<file path="config.mk">
export PLATFORM = sky130hd
export DESIGN_NAME = e1_crc4_check
export DESIGN_NICKNAME = d
export VERILOG_FILES = /design/src/rtl/e1_crc4_pkg.sv /design/src/rtl/e1_crc4.sv /design/src/rtl/e1_crc4_check.sv
export SDC_FILE = /design/constraint.sdc
export NUM_CORES = 1
export LEC_CHECK = 0
export BUFFER_PORTS_ARGS = -buffer_cell sky130_fd_sc_hd__buf_2
export CAP_MARGIN = 25
export CORE_UTILIZATION = 30
export DETAILED_ROUTE_END_ITERATION = 10
export HOLD_SLACK_MARGIN = 0.08
export MAX_ROUTING_LAYER = met4
export PLACE_DENSITY = 0.58
export SYNTH_ARGS = -nofsm -noshare
export SYNTH_HDL_FRONTEND = slang
export SYNTH_SLANG_ARGS = --single-unit
</file>
<file path="constraint.sdc">
create_clock -name clk -period 2.3 [get_ports clk]
set_clock_uncertainty 0.1 [all_clocks]
set_input_delay 0.23 -clock clk [delete_from_list [all_inputs] [get_ports clk]]
set_output_delay 0.23 -clock clk [all_outputs]
set_load 0.1 [all_outputs]
</file>
<file path="src/rtl/e1_crc4_pkg.sv">
// rtl/e1_crc4_pkg.sv - shared constants and CRC-4 step function for the E1 CRC-4 checker
package e1_crc4_pkg;

  localparam logic [4:0] C_TS       = 5'd0;
  localparam logic [2:0] C_BITPOS   = 3'd0;
  localparam logic       C_FRAME_LSB = 1'b0;
  localparam int         SMF_FRAMES = 8;
  localparam int         SMF_FBITS  = $clog2(SMF_FRAMES);

  localparam logic [3:0] CRC_INIT = 4'h0;
  localparam logic [3:0] CRC_POLY = 4'h3;

  // MSB-first serial division step; poly carries the terms below x^4.
  function automatic logic [3:0] crc4_step(
    input logic [3:0] crc,
    input logic [3:0] poly,
    input logic       din
  );
    logic fb;
    fb = crc[3] ^ din;
    return {crc[2:0], 1'b0} ^ (fb ? poly : 4'h0);
  endfunction

endpackage

</file>
<file path="src/rtl/e1_crc4.sv">
// rtl/e1_crc4.sv - serial CRC-4 engine; in_first restarts from INIT on that beat
module e1_crc4
  import e1_crc4_pkg::*;
#(
  parameter logic [3:0] INIT = CRC_INIT,
  parameter logic [3:0] POLY = CRC_POLY
) (
  input  logic       clk,
  input  logic       rst,
  input  logic       in_bit,
  input  logic       in_valid,
  input  logic       in_first,
  output logic [3:0] crc
);

  always_ff @(posedge clk or posedge rst) begin
    if (rst) begin
      crc <= INIT;
    end else if (in_valid) begin
      crc <= crc4_step(in_first ? INIT : crc, POLY, in_bit);
    end
  end

endmodule

</file>
<file path="src/rtl/e1_crc4_check.sv">
// rtl/e1_crc4_check.sv - E1 receive CRC-4 verifier: per-SMF verdicts and saturating error count
module e1_crc4_check
  import e1_crc4_pkg::*;
#(
  parameter logic [3:0] INIT  = CRC_INIT,
  parameter logic [3:0] POLY  = CRC_POLY,
  parameter int         CNT_W = 16
) (
  input  logic             clk,
  input  logic             rst,
  input  logic             in_bit,
  input  logic             in_valid,
  input  logic [4:0]       in_ts,
  input  logic [2:0]       in_bitpos,
  input  logic [3:0]       in_frame,
  input  logic             in_mf_sync,
  output logic             out_valid,
  output logic             out_err,
  output logic             out_smf,
  output logic [CNT_W-1:0] err_cnt,
  input  logic             err_clr
);

  logic       accept;
  logic       c_pos;
  logic [1:0] c_idx;
  logic       smf_start;
  logic       c4_pos;
  logic       eng_bit;
  logic [3:0] eng_crc;
  logic       mismatch;

  logic       armed;
  logic       ref_ok;
  logic       ref_smf;
  logic [3:0] crc_ref;
  logic [3:0] rx_c;

  assign accept    = in_valid & in_mf_sync;
  assign c_pos     = (in_ts == C_TS) && (in_bitpos == C_BITPOS) && (in_frame[0] == C_FRAME_LSB);
  assign c_idx     = in_frame[2:1];
  assign smf_start = c_pos && (in_frame[SMF_FBITS-1:0] == '0);
  assign c4_pos    = c_pos && (c_idx == 2'd3);
  assign eng_bit   = in_bit & ~c_pos;
  assign mismatch  = ({rx_c[3:1], in_bit} != crc_ref);

  e1_crc4 #(
    .INIT (INIT),
    .POLY (POLY)
  ) u_crc (
    .clk      (clk),
    .rst      (rst),
    .in_bit   (eng_bit),
    .in_valid (accept),
    .in_first (smf_start),
    .crc      (eng_crc)
  );

  // eng_crc still holds the whole previous SMF on the SMF-start beat.
  always_ff @(posedge clk or posedge rst) begin
    if (rst) begin
      armed     <= 1'b0;
      ref_ok    <= 1'b0;
      ref_smf   <= 1'b0;
      crc_ref   <= 4'h0;
      rx_c      <= 4'h0;
      out_valid <= 1'b0;
      out_err   <= 1'b0;
      out_smf   <= 1'b0;
    end else begin
      out_valid <= 1'b0;
      if (in_valid) begin
        if (!in_mf_sync) begin
          armed  <= 1'b0;
          ref_ok <= 1'b0;
          rx_c   <= 4'h0;
        end else begin
          if (smf_start) begin
            if (armed) begin
              crc_ref <= eng_crc;
              ref_ok  <= 1'b1;
              ref_smf <= ~in_frame[3];
            end
            armed <= 1'b1;
          end
          if (c_pos) begin
            rx_c[2'd3 - c_idx] <= in_bit;
          end
          if (c4_pos && ref_ok) begin
            out_valid <= 1'b1;
            out_err   <= mismatch;
            out_smf   <= ref_smf;
            ref_ok    <= 1'b0;
          end
        end
      end
    end
  end

  always_ff @(posedge clk or posedge rst) begin
    if (rst) begin
      err_cnt <= '0;
    end else if (err_clr) begin
      err_cnt <= '0;
    end else if (out_valid && out_err && (err_cnt != '1)) begin
      err_cnt <= err_cnt + 1'b1;
    end
  end

endmodule

</file>
==> flow_summary.ini <==
[outcome]
outcome = finished, final reports clean

[drt]
vias = 1531
drtAntennaViolNets = 0
drc = 0
viasPerCell = 5.23
wl_per_cell_um = 13.2
totalWireLength_um = 3860
detail_route.first_pass.iterations = 4
initialDrtViolationCount = 60

[placed_design]
gp_congestion = 0.853
hpwl_um = 2760
dp_cells = 283
portBuffers = 36

[layout]
drive_gt1_frac = 0.357
fin_cells = 293
fin_nets = 239
syn2layout_area_growth_pct = 23.9
finish.utilization = 0.394
num-fill-cells = 590
regArea_um2 = 856
antenna_cells = 0
multi_input_area_um2 = 878

[cts]
cts-root-buf = clkbuf_8
clk_latency_ns = 0.28
post_cts_resized = 0
cts_max_level = 2
cts_tree = yes
cts_setup_buffers = 0
cts_hold_buf = 2
clk_pin_slew_ns = 0.07
cts_buffer_depth = 2
numCtsBuffers = 5
cts_sinks = 33

[power]
power_mw = 1.28
leakagePower_nw = 0.938
ir_drop_v = 0.000222
p_per_area_mw_per_mm2 = 579

[yosys]
synthTopCellsByArea = dfrtp_1 46%, or4_1 5.0%, a21oi_1 4.8%
ys_ff_latch = 33
syn_inst = 178
ys_seq_area_frac = 0.463
synth_ff_type = dfrtp_1
synth_commonest_cells = 33 x dfrtp_1, 17 x a21oi_1, 12 x nand2_1, 12 x or4_1, 11 x o31ai_1
yosysUniqueCellTypes = 40
netlist.top_cell.by_area = dfrtp_1
synth_fp_nets = 197
synth.top_cell.area_share = 0.463
synth_edf_count = 0
synthesis.area_mm2 = 0.00179
ys_warn_count = 0
synth.most_common_cell = dfrtp_1
syn_avg_cell_area_um2 = 10.0
synthArstFlopShare = 1.00

[worst_hold_path]
worst_hold_path.endpoint = armed$_DFFE_PP0P_
min_path_cells = 2
min_path_type = in -> reg
min_from = in_valid

[timing]
final_max_slew_viol_count = 0
finalHoldViolCount = 0
min_period_ns = 2.00
timing.setup.tns_ns = 0
fmax_ghz = 0.499
grt_setup_unrepaired = no
finalCritPeriodShare = 0.871
worst_pin_slew_ns = 0.769
max-slew-margin-rel = 0.487
finalSetupViolations = 0

[global_routing]
grt_max_degree = 21
grt_pass1_vias = 1417
track_usage = 0.142
grt.overflow.total = 0
antenna_found_initial = 0
grt_pass1_wl_um = 6710

[setup_path]
critPathMaxFanout = 14
crit_path_end_kind = flip-flop
reg2reg_depth = 6
cp.arrival_ns = 2.07
cp.required_ns = 2.37
regToRegStartpoint = err_cnt[0]$_DFFE_PP0P_
rr_endpoint = err_cnt[7]$_DFFE_PP0P_
cp-start-kind = flip-flop
r2r_slack_ns = 0.30
crit_type = reg -> reg

[die]
ios = 37
die-area_mm2 = 0.00626
core_mm2 = 0.00561
fp.dieW_um = 79.1
start_util = 0.318
placementRows = 27
die_height_um = 79.1

[job]
drv_cap = 0
report_power, final:
| part | switching, mW | internal, mW | total, mW |
|---|---|---|---|
| Combinational | 0.0563 | 0.0440 | 0.100 |
| Sequential | 0.0175 | 0.599 | 0.617 |
| Clock | 0.211 | 0.353 | 0.564 |
per-stage QoR:
step / hold WS [ns] / instance area [µm²] / setup WS, ns
global placement: 0.307 / 2080 / 0.106
CTS: 0.110 / 2210 / 0.296
floorplan: 0.220 / 1820 / 0.0236
finish: 0.118 / 2210 / 0.298
detailed placement: 0.310 / 2080 / 0.0951
global route: 0.139 / 2210 / 0.204
how the worst max path moves through the flow:
| stage | startpoint | endpoint | slack (ns) | depth (start not counted) |
|---|---|---|---|---|
| after floorplan | err_cnt[10]$_DFFE_PP0P_ | err_cnt[7]$_DFFE_PP0P_ | 0.02 | 5 |
| after global placement | in_ts[2] | out_err$_DFFE_PP0P_ | 0.11 | 5 |
| after detailed placement | in_ts[2] | out_err$_DFFE_PP0P_ | 0.1 | 5 |
| after CTS | err_cnt[0]$_DFFE_PP0P_ | err_cnt[7]$_DFFE_PP0P_ | 0.30 | 6 |
| after global routing | err_cnt[0]$_DFFE_PP0P_ | err_cnt[7]$_DFFE_PP0P_ | 0.20 | 6 |
| final | err_cnt[0]$_DFFE_PP0P_ | err_cnt[7]$_DFFE_PP0P_ | 0.30 | 6 |
worst max-delay path, stage by stage (launching register included):
cell     delay (ns)
dfrtp_4        0.49
ha_1           0.24
nand4_1        0.17
nor4_1         0.07
buf_4          0.18
nor4_1         0.27
mux2_2         0.37
flip-flops by register name, summed over array words and instances (netlist names):
signal     cells
armed          1
crc_ref        4
err_cnt       16
out_err        1
out_smf        1
out_valid      1
ref_ok         1
ref_smf        1
rx_c           3
u_crc.crc      4
placed cells by master (no fill, tap or decap), types with 4 or more instances in the layout:
cell	count
buf_4	6
a21oi_1	17
xnor2_1	6
o21ai_0	5
nand3_1	9
nand2_1	12
nor2_1	5
dfrtp_1	17
o31ai_1	11
nand4_1	5
clkbuf_8	6
dfrtp_4	4
dfrtp_2	12
inv_1	7
or4_1	12
buf_2	36
mux2_2	7
or3_1	5
area by class of cell:
class | instances | area share
Timing Repair Buffer | 44 | 0.111
Tap cell | 72 | 0.0407
Sequential cell | 33 | 0.387
Clock buffer | 7 | 0.0390
Multi-Input combinational cell | 129 | 0.397
Clock inverter | 1 | 0.0136
Inverter | 7 | 0.0119
metal layers:
metal	track usage	vias up	share of wire	routed length, µm
li1	-	763	-	-
met1	0.174	732	0.48	1850
met2	0.220	32	0.47	1810
met3	0.0437	4	0.042	161
met4	0.0491	0	0.011	42
met5	-	-	0	0
cell families (layout without fill, tap and decap cells):
group | Yosys count | count (layout) | synth area share
simple gates | 70 | 70 | 0.245
compound gates | 43 | 43 | 0.155
flops | 33 | 33 | 0.463
buf+inv | 16 | 59 | 0.0456
mux | 9 | 9 | 0.0554
xor+xnor | 6 | 6 | 0.0294
fa+ha+maj | 1 | 1 | 0.00701
(Power assumes the default switching activity.)
